## config.mk

```make
export PLATFORM = sky130hd
export DESIGN_NAME = pbl_arbiter
export DESIGN_NICKNAME = d
export VERILOG_FILES = /design/src/rtl/pbl_pkg.sv /design/src/rtl/pbl_debounce.sv /design/src/rtl/pbl_arbiter.sv
export SDC_FILE = /design/constraint.sdc
export NUM_CORES = 1
export LEC_CHECK = 0
export ABC_AREA = 1
export CORE_UTILIZATION = 45
export CTS_CLUSTER_DIAMETER = 50
export CTS_CLUSTER_SIZE = 40
export DETAILED_ROUTE_END_ITERATION = 16
export PLACE_DENSITY = 0.7
export SKIP_CTS_REPAIR_TIMING = 1
export SYNTH_ARGS = -nofsm -noshare
export SYNTH_HDL_FRONTEND = slang
export SYNTH_SLANG_ARGS = --single-unit
```

## constraint.sdc

```tcl
create_clock -name clk -period 1.05 [get_ports clk]
set_input_delay 0.1575 -clock clk [delete_from_list [all_inputs] [get_ports clk]]
set_output_delay 0.1575 -clock clk [all_outputs]
set_load 0.01 [all_outputs]
```

## src/rtl/pbl_pkg.sv

```systemverilog
// pbl_pkg: shared state encoding, player-count limits and index-width helper for pbl_arbiter
package pbl_pkg;
  typedef enum logic [1:0] {ARMED, LATCHED, HOLDOFF} pbl_state_t;
  localparam int N_PLAYERS_MIN = 2;
  localparam int N_PLAYERS_MAX = 16;
  function automatic int idx_w(input int n);
    return n > 2 ? $clog2(n) : 1;
  endfunction
endpackage

```

## src/rtl/pbl_debounce.sv

```systemverilog
// pbl_debounce: one button -- synchroniser, stable-cycle counter, debounced level and rise pulse
module pbl_debounce #(
  parameter int SYNC_STAGES     = 2,
  parameter int DEBOUNCE_CYCLES = 4
) (
  input  logic clk,
  input  logic rst,
  input  logic raw,
  output logic db,
  output logic rise
);
  localparam int CW = DEBOUNCE_CYCLES > 1 ? $clog2(DEBOUNCE_CYCLES) : 1;
  logic [SYNC_STAGES-1:0] sync;
  logic [CW-1:0] cnt;
  logic db_q;
  // db follows the synchronised level once it has disagreed for DEBOUNCE_CYCLES edges in a row
  always_ff @(posedge clk or posedge rst)
    if (rst) begin
      sync <= '0;
      cnt  <= '0;
      db   <= 1'b0;
      db_q <= 1'b0;
    end else begin
      sync <= {sync[SYNC_STAGES-2:0], raw};
      db_q <= db;
      if (sync[SYNC_STAGES-1] == db) cnt <= '0;
      else if (cnt == CW'(DEBOUNCE_CYCLES-1)) begin
        cnt <= '0;
        db  <= ~db;
      end else cnt <= cnt + CW'(1);
    end
  assign rise = db & ~db_q;
endmodule

```

## src/rtl/pbl_arbiter.sv

```systemverilog
// pbl_arbiter: first-press latch for N-player button games; PBL_WIN_COUNT_EN adds per-player win counters
module pbl_arbiter
  import pbl_pkg::*;
#(
  parameter int N_PLAYERS       = 2,
  parameter int SYNC_STAGES     = 2,
  parameter int DEBOUNCE_CYCLES = 4,
  parameter int CNT_W           = 8
) (
  input  logic                               clk,
  input  logic                               rst,
  input  logic                               clr,
  input  logic [N_PLAYERS-1:0]               btn,
  output logic                               push,
  output logic [N_PLAYERS-1:0]               winner,
  output logic [idx_w(N_PLAYERS)-1:0]        winner_idx,
  output logic                               tie
`ifdef PBL_WIN_COUNT_EN
  ,output logic [N_PLAYERS*CNT_W-1:0]        win_cnt
`endif
);
  localparam int IW = idx_w(N_PLAYERS);
  pbl_state_t state;
  logic [N_PLAYERS-1:0] db, ev;
  logic [IW-1:0] lo;
  logic take;
  for (genvar i = 0; i < N_PLAYERS; i++) begin : g_btn
    pbl_debounce #(.SYNC_STAGES(SYNC_STAGES), .DEBOUNCE_CYCLES(DEBOUNCE_CYCLES)) u_db (
      .clk (clk),
      .rst (rst),
      .raw (btn[i]),
      .db  (db[i]),
      .rise(ev[i])
    );
  end
  // lowest index among this cycle's press events
  always_comb begin
    lo = '0;
    for (int i = N_PLAYERS-1; i >= 0; i--) if (ev[i]) lo = IW'(i);
  end
  assign take = (state == ARMED) && (|ev) && !clr;
  // arbitration FSM with registered result; clr wins over a same-cycle press
  always_ff @(posedge clk or posedge rst)
    if (rst) begin
      state      <= ARMED;
      push       <= 1'b0;
      winner     <= '0;
      winner_idx <= '0;
      tie        <= 1'b0;
    end else case (state)
      ARMED: if (take) begin
        state      <= LATCHED;
        push       <= 1'b1;
        winner     <= ev;
        winner_idx <= lo;
        tie        <= |(ev & (ev - N_PLAYERS'(1)));
      end
      LATCHED: if (clr) begin
        state      <= HOLDOFF;
        push       <= 1'b0;
        winner     <= '0;
        winner_idx <= '0;
        tie        <= 1'b0;
      end
      HOLDOFF: if (!(|db)) state <= ARMED;
      default: state <= ARMED;
    endcase
`ifdef PBL_WIN_COUNT_EN
  // saturating per-player win counters; every tied player scores, clr leaves them alone
  always_ff @(posedge clk or posedge rst)
    if (rst) win_cnt <= '0;
    else if (take)
      for (int i = 0; i < N_PLAYERS; i++)
        if (ev[i] && win_cnt[i*CNT_W +: CNT_W] != {CNT_W{1'b1}})
          win_cnt[i*CNT_W +: CNT_W] <= win_cnt[i*CNT_W +: CNT_W] + CNT_W'(1);
`endif
endmodule

```

[Yosys cells after proc, flatten, opt, wreduce, memory -nomap -nowiden]
Index checks and enable logic that the tools add are counted.
Operators by class
  bitwise logic cells: 9
  muxes and demuxes: 20
  reduce and logical (&&, ||, !) cells: 12
  shift-type cells: 0
  div/mod/pow operators: 0
  add/sub/neg operators: 3
  equal/unequal tests: 9
  magnitude comparators: 0
  $mul: 0
Operators with widths (count)
  2-bit 2-to-1 mux: 9
  2-bit equality test, second input constant: 3
  1-bit 2-to-1 mux: 6
  2-bit inequality test, second input constant: 3
  1-bit NOT: 6
  1-bit case mux with 2 select lines: 3
  2-bit case mux with 3 select lines: 1
  3-bit AND reduction: 2
  2-bit OR reduction: 3
  2-bit by 1-bit adder with 2-bit output, second input constant: 2
  2-bit case mux with 2 select lines: 1
  2-bit AND reduction: 2
  1-bit AND: 2
  2-bit AND: 1
  1-bit equality test: 2
  2-bit by 1-bit equality test with 1-bit output, second input constant: 1
  1-bit logical AND: 2
  2-bit zero test: 1
  2-bit nonzero test: 1
  2-bit by 1-bit subtractor with 2-bit output, second input constant: 1
  1-bit zero test: 1
Word-level totals
  memory bits (writable): 0
  logic and storage cells: 66
  bits in latches: 0
  ROM bits: 0
  output and inout port bits: 5
  input port bits: 5
  memories kept: 0
  flip-flop bits (word level): 19

[Depth between registers and ports, before layout]
Gate-level depths: netlist (run 1).
  depth after elaboration: 7
  gate-level depth with buffers: 6
  mapped depth without buffers: 6

[Modules after synthesis]
From an unflattened synthesis (run 1), not the netlist that was laid out.
Second synthesis, totals
  cells, all modules: 82
  area total of the unflattened synthesis: 779.5 µm²
Modules (own cells, without submodules)
  pbl_debounce: sequential area each 150.1 µm², instances 2, cells each 20, area an instance 215.2 µm²
  pbl_arbiter: sequential area each 175.2 µm², instances 1, cells each 42, area an instance 349.1 µm²

[Least setup slack after synthesis (run 1)]
No wires, ideal clock.
  path kind: register to register
  from: register g_btn[0].u_db.cnt[0]
  to: register g_btn[0].u_db.db
  cell stages (with the launch flop): 3
  slack: 0.080 ns
  arrival time: 0.846 ns
  required time: 0.925 ns
  buffers on the path: 0
  library setup time: 0.125 ns
  period minus slack after synthesis: 0.970 ns
  cells stage by stage: dfrtp_1 > ha_1 > mux2_2
On the way
  longest elaborated chain between the ends: 2
Ends and longest elaborated chain
  from (decl): RTL line pbl_debounce.sv:14  | logic [CW-1:0] cnt;
  from (signal assigned): RTL line pbl_debounce.sv:30  | end else cnt <= cnt + CW'(1);
  2-bit equality test: RTL line pbl_debounce.sv:27  | else if (cnt == CW'(DEBOUNCE_CYCLES-1)) begin
  2-bit AND reduction (no source line)
  to (signal assigned): RTL line pbl_debounce.sv:29  | db <= ~db;
  to (decl): RTL line pbl_debounce.sv:9  | output logic db,
Every way passes these cells.
A chain may end at the register's enable or synchronous reset.

[Worst setup path in the final report (run 1)]
Same ends and word-level chain as after synthesis.

==> results.py, run 1 <==
metrics = {
    "routing": {
        "drt_wl_total_microns": 965,
        "vias": 450,
        "drt_iter0_drc": 5,
        "viasPerCell": 4.64,
        "ant_nets": 0,
        "wl_per_cell_microns": 9.95,
        "drc_errors": 0,
        "detail_route.first_pass.iterations": 4,
    },
    "worst_setup_path": {
        "crit_chain": "ha_2 -> mux2_2",
        "required_ns": 1.23,
        "ff2ff_path_depth": 2,
        "critical_path_arrival_ns": 1.20,
        "end_kind": "register",
        "cp_slowest_cell": "dfrtp_1",
        "cp_max_fo": 2,
        "worstSetupPathType": "register to register",
        "critPathMaxStageDelay_ns": 0.38,
        "startpoint_type": "register",
    },
    "placement": {
        "gp_congestion": 0.826,
        "dp_hpwl_microns": 737,
        "placed_area_sq_um": 861,
        "port_buffers": 9,
    },
    "logic_synthesis": {
        "synthAdderAreaFrac": 0.0340,
        "synth-compound-area-share": 0.0102,
        "synth-simple-area-share": 0.209,
        "yosys-top-cells-area": "dfrtp_1, nand2_1, nand3_1",
        "synthTopCellsByCount": "dfrtp_1, nand2_1, inv_1, nand3_1",
        "syn_area_per_cell_sq_um": 11.1,
        "synthMuxAreaShare": 0.0306,
        "yosys_warnings": 0,
        "ys_ff_latch": 19,
        "ys_seq_area_frac": 0.646,
        "syn_area_sq_um": 736,
        "synth_cells": 66,
        "synth_xor_area_frac": 0.0238,
        "synth_most_common_cell": "dfrtp_1",
        "syn_nets": 73,
        "ys.flop_type": "dfrtp_1",
        "netlist-cell-type-count": 15,
        "async_reset_ff_frac": 1.00,
        "yosysTopAreaCell": "dfrtp_1",
        "synth_top_cell_area_share": 0.646,
        "synth_edf_count": 0,
        "synth_top_family_by_area": "simple AND/OR/NAND/NOR gates",
    },
    "sta": {
        "maxSlewHeadroom": 0.848,
        "finalClockSkew_ns": 0.00165,
        "hold_viol": 0,
        "rsz0062_at_grt": "yes",
        "fmax_ghz": 0.985,
        "finalSetupTns_ns": 0,
        "period_share": 0.967,
        "setup_viol_count_final": 0,
        "hold-worst-slack_ns": 0.174,
        "fin_crit_ns": 1.02,
        "worst_pin_slew_ns": 0.226,
        "slew_violations": 0,
    },
    "cts": {
        "cts-root-buf": "clkbuf_4",
        "cts_buffers": 3,
        "h-tree-depth": 1,
        "clk_pin_slew_ns": 0.10,
        "clkSinkCount": 19,
        "clockBufferDepth": 2,
        "insertion_delay_ns": 0.28,
        "cts_tree": "done",
    },
    "grt": {
        "grt_pass1_wl_microns": 1760,
        "grt-ovfl-total": 0,
        "grt_use_total": 0.135,
        "grt_max_degree": 20,
        "antenna_found_initial": 0,
        "grt_pass1_vias": 437,
    },
    "worst_hold_path": {
        "hold_path_class": "primary input to asynchronous set/reset pin",
    },
    "power": {
        "power_mw": 2.40,
        "swShare": 0.350,
        "p_switching_uw": 842,
        "vdd_drop_max_v": 0.00114,
        "p_leak_nw": 0.523,
        "comb_power_share": 0.369,
        "power.density_mw_per_mm2": 2640,
        "p_int_mw": 1.56,
        "power_frac_clock": 0.144,
        "sequentialPowerShare": 0.487,
    },
    "final_layout": {
        "n_antenna_cell": 0,
        "drive_gt1_frac": 0.247,
        "multi_input_area_sq_um": 236,
        "area_growth_pct": 23.8,
        "final_area_sq_um": 911,
        "register_area_sq_um": 475,
        "finish.utilization": 0.598,
        "nFillCells": 133,
        "final_nets": 89,
    },
    "die": {
        "initial_utilization": 0.483,
        "core_area_sq_mm": 0.00152,
        "die-area_sq_mm": 0.00180,
        "die_h_microns": 42.4,
        "num_rows": 14,
        "io_pins": 10,
        "dieWidth_microns": 42.4,
    },
    "job": {
        "drv_cap": 0,
    },
    "status": {
        "outcome": "finished, final reports clean",
    },
}
routing by layer:
| metal | global-route usage | vias up | part of all wire |
|---|---|---|---|
| li1 | - | 238 | - |
| met1 | 0.158 | 203 | 0.48 |
| met2 | 0.222 | 7 | 0.47 |
| met3 | 0.0259 | 2 | 0.042 |
| met4 | 0.0938 | 0 | 0.0041 |
| met5 | 0 | - | 0 |
cells by family (layout without fill, tap and decap cells):
group | after synthesis | count (layout)
AOI/OAI and AO/OA | 1 | 1
DFF | 19 | 19
and+or+nand+nor | 31 | 31
muxes | 2 | 2
adders and majority gates | 2 | 2
buffers and inverters | 9 | 24
xor gates and xnor gates | 2 | 2
worst paths after layout:
kind,start,end,slack [ns]
worst min-delay path,rst,g_btn[0].u_db.sync[0],0.17
worst max register to register,g_btn[0].u_db.cnt[0],g_btn[0].u_db.db,0.03
worst max-delay path,g_btn[0].u_db.cnt[0],g_btn[0].u_db.db,0.03
max in group asynchronous,rst,tie,0.68
min in group clk,btn[0],g_btn[0].u_db.sync[0],0.30
worst min register to register,g_btn[1].u_db.sync[0],g_btn[1].u_db.sync[1],0.36
power by group through the flow:
| stage | clock, mW | sequential (mW) | combinational [mW] |
|---|---|---|---|
| global route | 0.394 | 1.21 | 1.02 |
| finish | 0.346 | 1.17 | 0.887 |
| floorplan | 0 | 1.20 | 0.570 |
| detailed placement | 0 | 1.20 | 0.889 |
| CTS | 0.371 | 1.18 | 0.891 |
| global placement | 0 | 1.18 | 0.881 |
per-stage QoR:
| step | worst slack (ns) | std cells |
|---|---|---|
| 6_report | 0.0345 | 97 |
| 5_1_grt | -0.0230 | 97 |
| 4_1_cts | -0.309 | 97 |
| 3_5_place_dp | -0.0952 | 93 |
| 3_3_place_gp | -0.0861 | 93 |
| 2_1_floorplan | 0.0796 | 66 |
cell usage in the layout (no fill, tap or decap), drive strengths merged:
master and instances:
mux2 2, clkbuf 3, nor3 2, xnor2 2, dlymetal6s2s 5, clkdlybuf4s50 4, clkinv 1, inv 9
nand2 17, o211ai 1, nand3 6, dfrtp 19, nor2 6, buf 2, ha 2
worst max-delay path, delay by kind of cell (launching register included):
| kind | cells | cell delay (ns) |
|---|---|---|
| multiplexers | 1 | 0.33 |
| flip-flops | 1 | 0.38 |
| adder cells (fa/ha/maj) | 1 | 0.20 |
cell type report:
type,count,area share
clock inverter,1,0.00549
clock buffer,3,0.0247
timing repair buffer,11,0.129
sequential,19,0.522
multi-input combinational,38,0.260
tap,16,0.0220
inverter,9,0.0371
sequential cells by signal, indices dropped and copies added (netlist names):
name and cells:
winner 2, g_btn.u_db.db_q 2, push 1, winner_idx 1, state 2, g_btn.u_db.db 2, g_btn.u_db.cnt 4, g_btn.u_db.sync 4
tie 1
No activity file was read; power rests on OpenSTA's default activity.
==> inputs of run 2 (changes only) <==
- MAX_ROUTING_LAYER: default -> met4
==> results of run 2 <==
No change in the layout: final DEF, timing and power equal those of run 1.
Among the figures that moved: final weighted congestion in routability-driven placement 0.826 -> 0.838; overall routing resource usage 0.135 -> 0.139
